File: config.mk
export PLATFORM = sky130hd
export DESIGN_NAME = open_list_sched
export DESIGN_NICKNAME = d
export VERILOG_FILES = /design/src/rtl/open_list_sched_pkg.sv /design/src/rtl/open_list_mem.sv /design/src/rtl/open_list_sched.sv
export SDC_FILE = /design/constraint.sdc
export NUM_CORES = 1
export LEC_CHECK = 0
export ABC_AREA = 1
export CAP_MARGIN = 20
export CORE_AREA = 4 4 150 152
export CTS_BUF_LIST = sky130_fd_sc_hd__clkbuf_4 sky130_fd_sc_hd__clkbuf_8 sky130_fd_sc_hd__clkbuf_16
export CTS_CLUSTER_SIZE = 16
export DETAILED_ROUTE_END_ITERATION = 8
export DIE_AREA = 0 0 154 156
export PLACE_DENSITY_LB_ADDON = 0.12
export SETUP_SLACK_MARGIN = 0.1
export SLEW_MARGIN = 20
export SYNTH_ARGS = -nofsm -noshare
export SYNTH_HDL_FRONTEND = slang
export SYNTH_SLANG_ARGS = --single-unit
File: constraint.sdc
create_clock -name i_clk -period 3 [get_ports i_clk]
set_input_delay 0.6 -clock i_clk [delete_from_list [all_inputs] [get_ports i_clk]]
set_output_delay 0.6 -clock i_clk [all_outputs]
set_load 0.03 [all_outputs]
File: src/rtl/open_list_sched_pkg.sv
// Shared definitions for the A* open-list scheduler.
// Holds the FSM state encoding, the default core dimensions and the
// default-width entry record used by the surrounding A* core.
package open_list_sched_pkg;

  localparam int DEF_DEPTH  = 8;
  localparam int DEF_COST_W = 12;
  localparam int DEF_ID_W   = 8;

  typedef enum logic [1:0] {
    ST_IDLE   = 2'd0,
    ST_INSERT = 2'd1,
    ST_POP    = 2'd2
  } state_t;

  // Open-list entry at the core's default widths.
  typedef struct packed {
    logic [DEF_COST_W-1:0] cost;
    logic [DEF_ID_W-1:0]   id;
  } entry_t;

endpackage

File: src/rtl/open_list_mem.sv
// Sorted slot array for the open list with insert-shift and pop-shift paths.
// Latency: all writes land on the next rising edge; reads are combinational.
// Backpressure: none here; the controller only drives one operation per cycle.
// Ports: i_move copies slot[i_pos-1] into slot[i_pos]; i_write stores the new
//        entry into slot[i_pos]; i_pop shifts every slot down by one.
//        o_prev_cost is slot[i_pos-1].cost, o_head_* is slot 0.
module open_list_mem
  import open_list_sched_pkg::*;
#(
  parameter int DEPTH  = DEF_DEPTH,
  parameter int COST_W = DEF_COST_W,
  parameter int ID_W   = DEF_ID_W,
  localparam int AW    = $clog2(DEPTH)
) (
  input  logic              i_clk,
  input  logic              i_rst_n,
  input  logic              i_move,
  input  logic              i_write,
  input  logic              i_pop,
  input  logic [AW-1:0]     i_pos,
  input  logic [COST_W-1:0] i_new_cost,
  input  logic [ID_W-1:0]   i_new_id,
  output logic [COST_W-1:0] o_prev_cost,
  output logic [COST_W-1:0] o_head_cost,
  output logic [ID_W-1:0]   o_head_id
);

  typedef struct packed {
    logic [COST_W-1:0] cost;
    logic [ID_W-1:0]   id;
  } slot_t;

  slot_t         r_slot [DEPTH];
  logic [AW-1:0] w_prev_pos;

  // Wraps when i_pos is 0; the controller ignores o_prev_cost in that case.
  assign w_prev_pos  = i_pos - AW'(1);
  assign o_prev_cost = r_slot[w_prev_pos].cost;
  assign o_head_cost = r_slot[0].cost;
  assign o_head_id   = r_slot[0].id;

  always_ff @(posedge i_clk or negedge i_rst_n) begin
    if (!i_rst_n) begin
      for (int k = 0; k < DEPTH; k++) begin
        r_slot[k] <= '0;
      end
    end else if (i_pop) begin
      // The top slot keeps its stale value; it is beyond count afterwards.
      for (int k = 0; k < DEPTH - 1; k++) begin
        r_slot[k] <= r_slot[k+1];
      end
    end else if (i_move) begin
      r_slot[i_pos] <= r_slot[w_prev_pos];
    end else if (i_write) begin
      r_slot[i_pos] <= '{cost: i_new_cost, id: i_new_id};
    end
  end

endmodule

File: src/rtl/open_list_sched.sv
// A* open list: sorted insert (stable among equal costs) and pop-minimum.
// Latency: insert = (entries costlier than new)+1 cycles busy; pop result 2 cycles after accept.
// Backpressure: ins_ready/pop_ready low when busy, full/empty or clearing; pop beats insert.
// Ports: i_clk/i_rst_n clock and async active-low reset; i_clear synchronous flush;
//        i_ins_valid/i_ins_cost/i_ins_id/o_ins_ready insert handshake;
//        i_pop_valid/o_pop_ready pop handshake; o_out_valid/o_out_cost/o_out_id popped entry;
//        o_count/o_full/o_empty/o_busy status.
module open_list_sched
  import open_list_sched_pkg::*;
#(
  parameter int DEPTH  = DEF_DEPTH,
  parameter int COST_W = DEF_COST_W,
  parameter int ID_W   = DEF_ID_W
) (
  input  logic                   i_clk,
  input  logic                   i_rst_n,
  input  logic                   i_clear,
  input  logic                   i_ins_valid,
  input  logic [COST_W-1:0]      i_ins_cost,
  input  logic [ID_W-1:0]        i_ins_id,
  output logic                   o_ins_ready,
  input  logic                   i_pop_valid,
  output logic                   o_pop_ready,
  output logic                   o_out_valid,
  output logic [COST_W-1:0]      o_out_cost,
  output logic [ID_W-1:0]        o_out_id,
  output logic [$clog2(DEPTH):0] o_count,
  output logic                   o_full,
  output logic                   o_empty,
  output logic                   o_busy
);

  localparam int AW    = $clog2(DEPTH);
  localparam int CNT_W = AW + 1;
  localparam logic [CNT_W-1:0] FULL_CNT = CNT_W'(DEPTH);

  state_t            r_state;
  logic [CNT_W-1:0]  r_count;
  // Write position = scan index + 1; zero means the scan has passed slot 0.
  logic [AW-1:0]     r_pos;
  logic [COST_W-1:0] r_new_cost;
  logic [ID_W-1:0]   r_new_id;
  logic              r_out_valid;
  logic [COST_W-1:0] r_out_cost;
  logic [ID_W-1:0]   r_out_id;

  logic              w_idle;
  logic              w_pop_acc;
  logic              w_ins_acc;
  logic              w_in_insert;
  logic              w_shift;
  logic              w_mem_write;
  logic              w_mem_pop;
  logic [COST_W-1:0] w_prev_cost;
  logic [COST_W-1:0] w_head_cost;
  logic [ID_W-1:0]   w_head_id;

  assign w_idle      = (r_state == ST_IDLE);
  assign o_full      = (r_count == FULL_CNT);
  assign o_empty     = (r_count == '0);
  assign o_busy      = !w_idle;
  assign o_count     = r_count;
  assign o_out_valid = r_out_valid;
  assign o_out_cost  = r_out_cost;
  assign o_out_id    = r_out_id;

  assign o_pop_ready = w_idle & !o_empty & !i_clear;
  assign o_ins_ready = w_idle & !o_full & !i_clear & !(i_pop_valid & !o_empty);
  assign w_pop_acc   = i_pop_valid & o_pop_ready;
  assign w_ins_acc   = i_ins_valid & o_ins_ready;

  // Strict '>' keeps equal-cost entries in front of the newcomer (FIFO among ties).
  assign w_in_insert = (r_state == ST_INSERT) & !i_clear;
  assign w_shift     = w_in_insert & (r_pos != '0) & (w_prev_cost > r_new_cost);
  assign w_mem_write = w_in_insert & !w_shift;
  assign w_mem_pop   = (r_state == ST_POP) & !i_clear;

  open_list_mem #(
    .DEPTH  (DEPTH),
    .COST_W (COST_W),
    .ID_W   (ID_W)
  ) u_mem (
    .i_clk       (i_clk),
    .i_rst_n     (i_rst_n),
    .i_move      (w_shift),
    .i_write     (w_mem_write),
    .i_pop       (w_mem_pop),
    .i_pos       (r_pos),
    .i_new_cost  (r_new_cost),
    .i_new_id    (r_new_id),
    .o_prev_cost (w_prev_cost),
    .o_head_cost (w_head_cost),
    .o_head_id   (w_head_id)
  );

  always_ff @(posedge i_clk or negedge i_rst_n) begin
    if (!i_rst_n) begin
      r_state     <= ST_IDLE;
      r_count     <= '0;
      r_pos       <= '0;
      r_new_cost  <= '0;
      r_new_id    <= '0;
      r_out_valid <= 1'b0;
      r_out_cost  <= '0;
      r_out_id    <= '0;
    end else begin
      r_out_valid <= 1'b0;
      if (i_clear) begin
        r_state <= ST_IDLE;
        r_count <= '0;
        r_pos   <= '0;
      end else begin
        case (r_state)
          ST_IDLE: begin
            if (w_pop_acc) begin
              r_state <= ST_POP;
            end else if (w_ins_acc) begin
              r_new_cost <= i_ins_cost;
              r_new_id   <= i_ins_id;
              // count < DEPTH here, so it fits the position width.
              r_pos      <= r_count[AW-1:0];
              r_state    <= ST_INSERT;
            end
          end
          ST_INSERT: begin
            if (w_shift) begin
              r_pos <= r_pos - AW'(1);
            end else begin
              r_count <= r_count + CNT_W'(1);
              r_state <= ST_IDLE;
            end
          end
          ST_POP: begin
            r_out_valid <= 1'b1;
            r_out_cost  <= w_head_cost;
            r_out_id    <= w_head_id;
            r_count     <= r_count - CNT_W'(1);
            r_state     <= ST_IDLE;
          end
          default: r_state <= ST_IDLE;
        endcase
      end
    end
  end

endmodule

==> results of run 1 <==
repair_timing:
| item | in CTS | in global routing |
|---|---|---|
| resized for setup | 33 | 77 |
| cloned | 0 | 5 |
| endpoints found under the setup margin | 167 | 168 |
| pin swaps | 5 | 1 |
| hold endpoints to repair | 0 | 0 |
| setup buffers | 17 | 9 |
state kept, by name, indices dropped and copies added, names as in the netlist:
name and cells:
u_mem.r_slot 140, o_out_cost 12, r_new_cost 12, u_mem.o_head_cost 12, o_out_id 8, r_new_id 8
u_mem.o_head_id 8, o_count 4, r_pos 3, r_state 2, o_out_valid 1
logic make-up (layout without fill, tap and decap cells):
group | Yosys count | in the layout | synth area share (%)
AO/OA/AOI/OAI | 269 | 269 | 15.4
XOR/XNOR | 3 | 3 | 0.230
adder cells (fa/ha/maj) | 17 | 17 | 1.93
buffers and inverters | 266 | 369 | 9.20
flip-flops | 210 | 210 | 46.1
AND/OR/NAND/NOR | 705 | 705 | 27.1
cells in the mapped netlist (3+ instances only):
library cell  instances  share of area (%)
a21oi_1              51                2.2
a22oi_1             140                9.2
buf_1                 5               0.16
buf_2                29                1.3
buf_4                 4               0.26
clkbuf_1             55                1.8
dfrtp_1             210                 46
ha_1                 16                1.8
inv_1               168                5.5
inv_2                 5               0.16
nand2_1             385                 13
nand2_2              19                1.0
nand3_1             224                9.8
nand3_2              13                1.1
nor2_1               53                1.7
nor3_2                3               0.26
nor4_1                4               0.22
o211ai_1             24                1.6
o21ai_0              35                1.5
o21ai_1              16               0.70
metrics by stage:
step | TNS (ns) | utilization (%) | setup slack [ns] | hold WS [ns]
after global placement | -9.96 | 60.1 | -0.116 | 0.467
after CTS | 0 | 65.3 | 0.0488 | 0.132
final | -2.25 | 67.9 | -0.0526 | 0.113
after global routing | -26.70 | 67.9 | -0.221 | 0.150
after detailed placement | -16.59 | 60.1 | -0.169 | 0.473
after floorplan | 0 | - | 0.112 | 0.304
per-layer routing:
metal / vias to the layer above / share of wire (%) / global-route usage (%)
met5: - / 0 / 0
met4: 0 / 2.7 / 8.70
met3: 92 / 11 / 5.46
met2: 626 / 45 / 44.3
met1: 5275 / 41 / 41.0
li1: 5090 / - / -
critical path: cells and delay by family, from the launching register on:
| kind | cells | cell delay [ns] |
|---|---|---|
| buffers and inverters | 5 | 0.56 |
| AND/OR/NAND/NOR | 10 | 1.11 |
| flip-flops | 1 | 0.47 |
| adder cells (fa/ha/maj) | 2 | 0.67 |
| AO/OA/AOI/OAI | 2 | 0.12 |
area by class of cell:
class / count / area share, %
multi-input cells: 994 / 39.5
flip-flops and latches: 210 / 36.8
repair buffers: 155 / 11.1
clock buffers: 33 / 4.91
inverters: 173 / 4.58
well taps: 275 / 2.41
clock inverters: 8 / 0.683
power by group through the flow:
stage / Combinational, mW / Sequential (mW) / Clock, mW
6_report: 10.4 / 4.49 / 2.98
4_1_cts: 8.76 / 4.44 / 3.01
3_3_place_gp: 7.85 / 4.44 / 0
2_1_floorplan: 4.94 / 4.59 / 0
5_1_grt: 11.2 / 4.58 / 3.13
3_5_place_dp: 7.97 / 4.47 / 0
path summary, 6_finish.rpt:
| check | from | endpoint | cells after the start |
|---|---|---|---|
| min reg2reg | o_out_cost[8] | o_out_cost[8] | 2 |
| max in group asynchronous | i_rst_n | u_mem.r_slot[61] | 2 |
| max | r_pos[0] | u_mem.r_slot[29] | 19 |
| max reg2reg | r_pos[0] | u_mem.r_slot[29] | 19 |
| min in group i_clk | o_out_cost[8] | o_out_cost[8] | 2 |
| min | i_rst_n | r_new_cost[7] | 1 |
==> results.sh, run 1 <==
export IMPL_cp_end_kind="register"
export IMPL_cts_buffer_depth=3
export IMPL_dp_cells=1776
export IMPL_grt_pass1_wl_um=55000
export IMPL_grt_pass1_vias=10200
export IMPL_cp_required_ns=3.40
export IMPL_r2r_setup_slack_ns=-0.05
export IMPL_power_share_switching_pct=44.8
export IMPL_critPathLaunchType="register"
export IMPL_fp_row_count=53
export IMPL_fin_area_um2=14300
export IMPL_p_int_mw=9.84
export IMPL_ys_warn_count=0
export IMPL_clock_tree_root_cell="clkbuf_16"
export IMPL_wl_per_cell_um=19.7
export IMPL_vias_per_cell=6.00
export IMPL_cts_sinks=210
export IMPL_slew_limit_headroom_pct=57.4
export IMPL_clk_pin_slew_worst_paths_ns=0.06
export IMPL_vias=11100
export IMPL_crit_chain="inv_6 > ha_4 > buf_12 > a21oi_1 > o21ai_0 > nand3_1 > nand2_2 > inv_1 > ha_1 > nand2_1 > inv_1 > nand2_2 > nor2_4 > nand2_2 > nand3_4 > buf_6 > nand3_2 > nand3_1 > nand2_1"
export IMPL_synth_top_flop_cell="dfrtp_1"
export IMPL_area_growth_pct=25.2
export IMPL_drive_gt1_share_pct=15.6
export IMPL_min_path_type="primary input to asynchronous set/reset pin"
export IMPL_layout_commonest_cell="nand2_1"
export IMPL_power_mw=17.8
export IMPL_cts_tree="done"
export IMPL_dpl_cell_area_um2=12600
export IMPL_synth_cells=1470
export IMPL_initialDrtViolationCount=1287
export IMPL_clkPwrFrac_pct=16.7
export IMPL_violations="negative setup slack"
export IMPL_rsz0062_at_grt="yes"
export IMPL_share_seq_of_total_power_pct=25.2
export IMPL_firstDrtPassIters=6
export IMPL_finalNetCount=1599
export IMPL_grt_use_total_pct=28.5
export IMPL_ys_seq_area_share_pct=46.1
export IMPL_outcome="finished with violations"
export IMPL_dieArea_um2=24000
export IMPL_fillers=1696
export IMPL_multi_input_area_um2=5640
export IMPL_n_antenna_cell=0
export IMPL_cts_buffers=23
export IMPL_drt_wl_total_um=36400
export IMPL_setup_slack_ns=-0.0526
export IMPL_slowest_delay_ns=0.47
export IMPL_worst_pin_slew_ns=0.639
export IMPL_timing_fmax_mhz=328
export IMPL_cp_slowest_cell="dfrtp_4"
export IMPL_synth_edf_count=0
export IMPL_crit_fanout=8
export IMPL_hold_viol=0
export IMPL_maxSlewViolCount=0
export IMPL_drv_cap=0
export IMPL_power_frac_comb_pct=58.1
export IMPL_syn_nets=1512
export IMPL_clkLatencyLatePin_ns=0.52
export IMPL_postCtsHoldBufs=0
export IMPL_synthArstFlopShare_pct=100
export IMPL_power_switching_mw=8.00
export IMPL_final_cell_mix="nand2_1 (369), dfrtp_1 (209), nand3_1 (205), inv_1 (161), a22oi_1 (140)"
export IMPL_port_buffers=54
export IMPL_skew_ns=0.0129
export IMPL_final_antenna_net_count=0
export IMPL_dp_hpwl_um=20800
export IMPL_grt_max_degree=74
export IMPL_critical_path_class="register to register"
export IMPL_initial_utilization_pct=54.3
export IMPL_cts_max_level=1
export IMPL_drc=0
export IMPL_min_period_ns=3.05
export IMPL_total_leakage_power_nw=6.98
export IMPL_power_density_nw_per_um2=1250
export IMPL_setup_viol=99
export IMPL_synth_cell_types=28
export IMPL_place_gp_congestion=0.845
export IMPL_finalCritPeriodShare_pct=102
export IMPL_die_x_um=154
export IMPL_crit_top_cell="nand2_2"
export IMPL_fp_coreArea_um2=21000
export IMPL_grt_antenna_before_repair=0
export IMPL_syn_avg_cell_area_um2=7.76
export IMPL_grt_ovfl_total=0
export IMPL_netlist_area_um2=11400
export IMPL_fp_dieH_um=156
export IMPL_regArea_um2=5260
export IMPL_ys_ff_latch=210
export IMPL_worst_ep_arrival_time_ns=3.46
export IMPL_peakVddDrop_v=0.00107
export IMPL_final_cells=1848
export IMPL_boundaryPins=55
No activity file was read; power rests on OpenSTA's default activity.
==> inputs of run 2 (changes only) <==
--- a/config.mk
+++ b/config.mk
@@ -7,11 +7,11 @@
 export LEC_CHECK = 0
 export ABC_AREA = 1
 export CAP_MARGIN = 20
-export CORE_AREA = 4 4 150 152
+export CORE_AREA = 4 4 165 167
 export CTS_BUF_LIST = sky130_fd_sc_hd__clkbuf_4 sky130_fd_sc_hd__clkbuf_8 sky130_fd_sc_hd__clkbuf_16
 export CTS_CLUSTER_SIZE = 16
 export DETAILED_ROUTE_END_ITERATION = 8
-export DIE_AREA = 0 0 154 156
+export DIE_AREA = 0 0 169 171
 export PLACE_DENSITY_LB_ADDON = 0.12
 export SETUP_SLACK_MARGIN = 0.1
 export SLEW_MARGIN = 20
==> results.sh, run 2 (synthesis gave the netlist of run 1 again) <==
export IMPL_dpl_cell_area_um2=12800
export IMPL_maxSlewViolCount=0
export IMPL_crit_fanout=15
export IMPL_dieArea_um2=28900
export IMPL_outcome="finished with violations"
export IMPL_clk_pin_slew_worst_paths_ns=0.06
export IMPL_cts_tree="done"
export IMPL_wl_per_cell_um=19.6
export IMPL_clkLatencyLatePin_ns=0.52
export IMPL_fp_dieH_um=171
export IMPL_largest_register_ffs=140
export IMPL_cts_buffer_depth=3
export IMPL_grt_use_total_pct=25.5
export IMPL_violations="negative setup slack"
export IMPL_post_route_util_pct=55.3
export IMPL_boundaryPins=55
export IMPL_final_antenna_net_count=0
export IMPL_power_density_nw_per_um2=1210
export IMPL_fp_coreArea_um2=25800
export IMPL_vias_per_cell=5.64
export IMPL_critical_path_class="register to register"
export IMPL_grt_pass1_wl_um=58300
export IMPL_final_cell_mix="nand2_1 (372), dfrtp_1 (209), nand3_1 (204), inv_1 (166), a22oi_1 (140)"
export IMPL_setup_viol=8
export IMPL_min_period_ns=3.03
export IMPL_hold_viol=0
export IMPL_grt_pass1_vias=10100
export IMPL_initialDrtViolationCount=1273
export IMPL_critPathLaunchType="register"
export IMPL_fillers=2437
export IMPL_grt_max_degree=81
export IMPL_fin_area_um2=14300
export IMPL_place_gp_congestion=0.840
export IMPL_vias=10700
export IMPL_rsz0062_at_grt="yes"
export IMPL_fp_row_count=59
export IMPL_clock_tree_root_cell="clkbuf_16"
export IMPL_dp_hpwl_um=21300
export IMPL_total_leakage_power_nw=7.00
export IMPL_drive_gt1_share_pct=14.6
export IMPL_finalCritPeriodShare_pct=101
export IMPL_cts_max_level=1
export IMPL_worst_pin_slew_ns=0.820
export IMPL_drv_cap=0
export IMPL_cts_buffers=24
export IMPL_die_x_um=169
export IMPL_final_cells=1905
export IMPL_cp_required_ns=3.45
export IMPL_grt_ovfl_total=0
export IMPL_initial_utilization_pct=44.3
export IMPL_min_path_type="primary input to asynchronous set/reset pin"
export IMPL_cp_end_kind="register"
export IMPL_grt_antenna_before_repair=0
export IMPL_worst_ep_arrival_time_ns=3.49
export IMPL_slew_limit_headroom_pct=45.1
export IMPL_skew_ns=0.00978
export IMPL_layout_commonest_cell="nand2_1"
export IMPL_firstDrtPassIters=6
export IMPL_timing_fmax_mhz=330
export IMPL_dp_cells=1839
export IMPL_finalNetCount=1596
export IMPL_top_register="u_mem.r_slot"
export IMPL_drc=0
export IMPL_port_buffers=54
export IMPL_n_antenna_cell=0
export IMPL_area_growth_pct=25.0
export IMPL_cts_sinks=210
export IMPL_setup_slack_ns=-0.0343
export IMPL_peakVddDrop_v=0.000856
export IMPL_drt_wl_total_um=37400
export IMPL_power_mw=17.2
## run 2: cell types whose count changed in the layout (fill, tap and decap cells not counted), sizes merged
cell,previous run,this run
clkinvlp,3,2
bufinv,2,1
buf,98,97
## run 2: cell type report
cell class              count  area [um^2]  area share, %
clock buffers              36          739           5.19
flip-flops and latches    210         5260           36.9
multi-input cells         994         5510           38.6
inverters                 173          654           4.59
repair buffers            151         1610           11.3
clock inverters             6         63.8          0.448
well taps                 335          419           2.94
## run 2: power by group
group | switching, mW | total [mW] | internal, mW
sequential | 0.677 | 4.46 | 3.78
combinational | 5.76 | 9.73 | 3.97
clock | 1.21 | 2.99 | 1.79
total | 7.64 | 17.2 | 9.53
## run 2: metal layers
metal / track usage, % / part of all wire [%] / wire [um]
met4: 6.51 / 2.2 / 804
met5: 0 / 0 / 0
met3: 3.42 / 8.2 / 3050
met2: 39.9 / 45 / 16800
met1: 37.6 / 45 / 16800
## run 2: worst paths after layout
| kind | startpoint | end | slack, ns | cells past startpoint |
|---|---|---|---|---|
| max | r_pos[0] | u_mem.o_head_cost[11] | -0.03 | 21 |
| max in group asynchronous | i_rst_n | u_mem.r_slot[82] | 2.16 | 2 |
| max reg2reg | r_pos[0] | u_mem.o_head_cost[11] | -0.03 | 21 |
| min reg2reg | o_out_cost[8] | o_out_cost[8] | 0.49 | 2 |
| min in group i_clk | o_out_cost[8] | o_out_cost[8] | 0.49 | 2 |
| min | i_rst_n | u_mem.r_slot[132] | 0.1 | 1 |
## run 2: per-stage QoR
step	setup WS, ns	TNS [ns]	hold slack [ns]
floorplan	0.112	0	0.304
global placement	-0.195	-23.85	0.466
detailed placement	-0.236	-30.38	0.479
CTS	0.0478	0	0.116
global route	-0.145	-13.55	0.144
finish	-0.0343	-0.165	0.0968
## run 2: worst max-delay path, stage by stage (launching register included)
cell and delay, ns:
dfrtp_4 0.50, inv_6 0.08, ha_4 0.23, buf_12 0.16, a21oi_2 0.11, o21ai_1 0.08, nand3_1 0.11, nand2_2 0.07
buf_4 0.13, buf_4 0.12, buf_4 0.12, buf_4 0.12, buf_4 0.12, buf_4 0.12, buf_4 0.12, buf_4 0.12
buf_4 0.12, buf_4 0.12, buf_4 0.14, nand3_4 0.10, nand3_1 0.09, nand2_1 0.08
## run 2: repair_timing
item                       CTS  global route
gates cloned                 3             2
resized for setup           67            17
pin swaps                   21             9
hold buffers                 0             0
buffers inserted            18             1
setup endpoints to repair  168           167
==> inputs of run 3 (changes only) <==
--- a/config.mk
+++ b/config.mk
@@ -12,6 +12,7 @@
 export CTS_CLUSTER_SIZE = 16
 export DETAILED_ROUTE_END_ITERATION = 8
 export DIE_AREA = 0 0 169 171
+export GPL_TIMING_DRIVEN = 0
 export PLACE_DENSITY_LB_ADDON = 0.12
 export SETUP_SLACK_MARGIN = 0.1
 export SLEW_MARGIN = 20
==> results.sh, run 3 (synthesis gave the netlist of run 1 again) <==
export IMPL_cts_tree="done"
export IMPL_cp_end_kind="register"
export IMPL_largest_register_ffs=140
export IMPL_setup_slack_ns=-0.245
export IMPL_min_path_type="primary input to asynchronous set/reset pin"
export IMPL_vias=10700
export IMPL_cp_slowest_cell="dfrtp_1"
export IMPL_fp_coreArea_um2=25800
export IMPL_worst_ep_arrival_time_ns=3.65
export IMPL_dieArea_um2=28900
export IMPL_wl_per_cell_um=18.5
export IMPL_postCtsHoldBufs=0
export IMPL_dp_hpwl_um=25900
export IMPL_boundaryPins=55
export IMPL_peakVddDrop_v=0.000860
export IMPL_dp_cells=1861
export IMPL_crit_fanout=8
export IMPL_crit_chain="inv_2 > clkbuf_16 > ha_4 > buf_12 > clkbuf_16 > o211ai_1 > nand3_1 > nand2_2 > inv_2 > ha_4 > nand2_4 > buf_6 > a21oi_2 > nor2_2 > nand3_4 > buf_4 > buf_12 > nand3_4 > nand3_1 > nand2_1"
export IMPL_drt_wl_total_um=36000
export IMPL_worst_pin_slew_ns=0.749
export IMPL_outcome="finished with violations"
export IMPL_finalCritPeriodShare_pct=108
export IMPL_n_antenna_cell=0
export IMPL_preCtsSetupSlack_ns=-0.741
export IMPL_critical_path_class="register to register"
export IMPL_final_cells=1943
export IMPL_skew_ns=0.0167
export IMPL_grt_pass1_vias=10200
export IMPL_drive_gt1_share_pct=19.2
export IMPL_firstDrtPassIters=6
export IMPL_cts_sinks=210
export IMPL_finalNetCount=1632
export IMPL_die_x_um=169
export IMPL_fp_dieH_um=171
export IMPL_slew_limit_headroom_pct=50.0
export IMPL_grt_max_degree=83
export IMPL_grt_ovfl_total=0
export IMPL_setup_tns_ns=-24.95
export IMPL_critPathLaunchType="register"
export IMPL_cts_max_level=1
export IMPL_initialDrtViolationCount=1001
export IMPL_initial_utilization_pct=44.3
export IMPL_power_density_nw_per_um2=1230
export IMPL_total_leakage_power_nw=7.07
export IMPL_port_buffers=54
export IMPL_cp_required_ns=3.40
export IMPL_slowest_delay_ns=0.39
export IMPL_final_cell_mix="nand2_1 (357), dfrtp_1 (209), inv_1 (156), nand3_1 (144), a22oi_1 (140)"
export IMPL_grt_pass1_wl_um=56400
export IMPL_fin_hold_ws_ns=-0.00644
export IMPL_top_register="u_mem.r_slot"
export IMPL_cts_buffer_depth=3
export IMPL_clock_tree_root_cell="clkbuf_16"
export IMPL_clkLatencyLatePin_ns=0.53
export IMPL_cts_buffers=25
export IMPL_final_antenna_net_count=0
export IMPL_maxSlewViolCount=0
export IMPL_rsz0062_at_grt="yes"
export IMPL_hold_viol=1
export IMPL_violations="negative hold slack, negative setup slack"
export IMPL_place_gp_congestion=0.850
export IMPL_layout_commonest_cell="nand2_1"
export IMPL_met3_usage_pct=3.58
export IMPL_fp_row_count=59
export IMPL_drv_cap=0
export IMPL_grtUsageMet1_pct=35.3
export IMPL_grt_use_total_pct=24.3
export IMPL_fillers=2301
export IMPL_drc=0
export IMPL_grt_busiest_layer="met2"
export IMPL_setup_viol=168
export IMPL_grt_antenna_before_repair=0
export IMPL_vias_per_cell=5.50
export IMPL_timing_fmax_mhz=308
export IMPL_min_period_ns=3.25
export IMPL_use_met2_pct=39.2
export IMPL_area_growth_pct=32.2
export IMPL_clk_pin_slew_worst_paths_ns=0.06
==> run 3: cell types whose count changed in the layout (fill, tap and decap cells not counted), sizes merged <==
cell	before	now
inv	173	174
dlygate4sd2	0	1
bufinv	1	6
buf	97	77
clkbuf	38	89
clkinvlp	2	1
clkinv	3	4
==> run 3: layer usage <==
layer  part of all wire [%]  up-vias
li1                       -     5178
met1                     44     5025
met2                     46      423
met3                    7.8       51
met4                    2.0        0
met5                      0        -
==> run 3: final cells by class <==
class | count | area (um^2) | share of cell area (%)
plain buffers | 92 | 613 | 4.07
clock buffers | 33 | 717 | 4.76
clock inverters | 12 | 216 | 1.44
inverters | 173 | 652 | 4.32
multi-input cells | 994 | 6200 | 41.1
flip-flops and latches | 210 | 5260 | 34.9
well taps | 335 | 419 | 2.78
repair buffers | 94 | 998 | 6.62
==> run 3: final timing paths <==
| kind | start | to | slack (ns) | depth (start not counted) |
|---|---|---|---|---|
| min in group i_clk | o_out_id[0] | o_out_id[0] | 0.48 | 2 |
| min | i_rst_n | r_new_cost[6] | -0.006 | 1 |
| max reg2reg | r_pos[0] | u_mem.o_head_id[2] | -0.25 | 20 |
| min reg2reg | o_out_id[0] | o_out_id[0] | 0.48 | 2 |
| max | r_pos[0] | u_mem.o_head_id[2] | -0.25 | 20 |
| max in group asynchronous | i_rst_n | u_mem.o_head_id[3] | 1.83 | 3 |
==> run 3: report_power, final <==
group          total (mW)  leakage (nW)  switching, mW  internal (mW)
Combinational        10.7          3.81           6.43           4.27
Sequential           4.47          2.79          0.691           3.78
Clock                3.41         0.463           1.22           2.19
Total                18.6          7.07           8.34           10.2
==> run 3: through the flow <==
step	area [um^2]	hold WS [ns]	util (%)	total power, mW
final	15100	-0.00644	58.5	18.6
after detailed placement	12500	0.478	48.5	11.9
after CTS	14500	0.0146	56.3	17.6
after global placement	12400	0.469	48.3	11.7
after global routing	15100	0.0455	58.5	19.8
after floorplan	11500	0.304	-	9.53
==> run 3: what timing repair did <==
action / in CTS / in global routing
setup buffers: 25 / 8
gates cloned: 3 / 2
pin swaps: 62 / 73
endpoints found under the setup margin: 169 / 168
endpoints found under the hold margin: 0 / 0
gates resized for setup: 159 / 96
==> run 3: worst max-delay path: cells and delay by family (launching register included) <==
kind,cells,cell delay [ns]
adders and majority gates,2,0.52
buffers and inverters,8,0.97
AOI/OAI and AO/OA,2,0.25
DFF,1,0.39
and+or+nand+nor,8,1.00
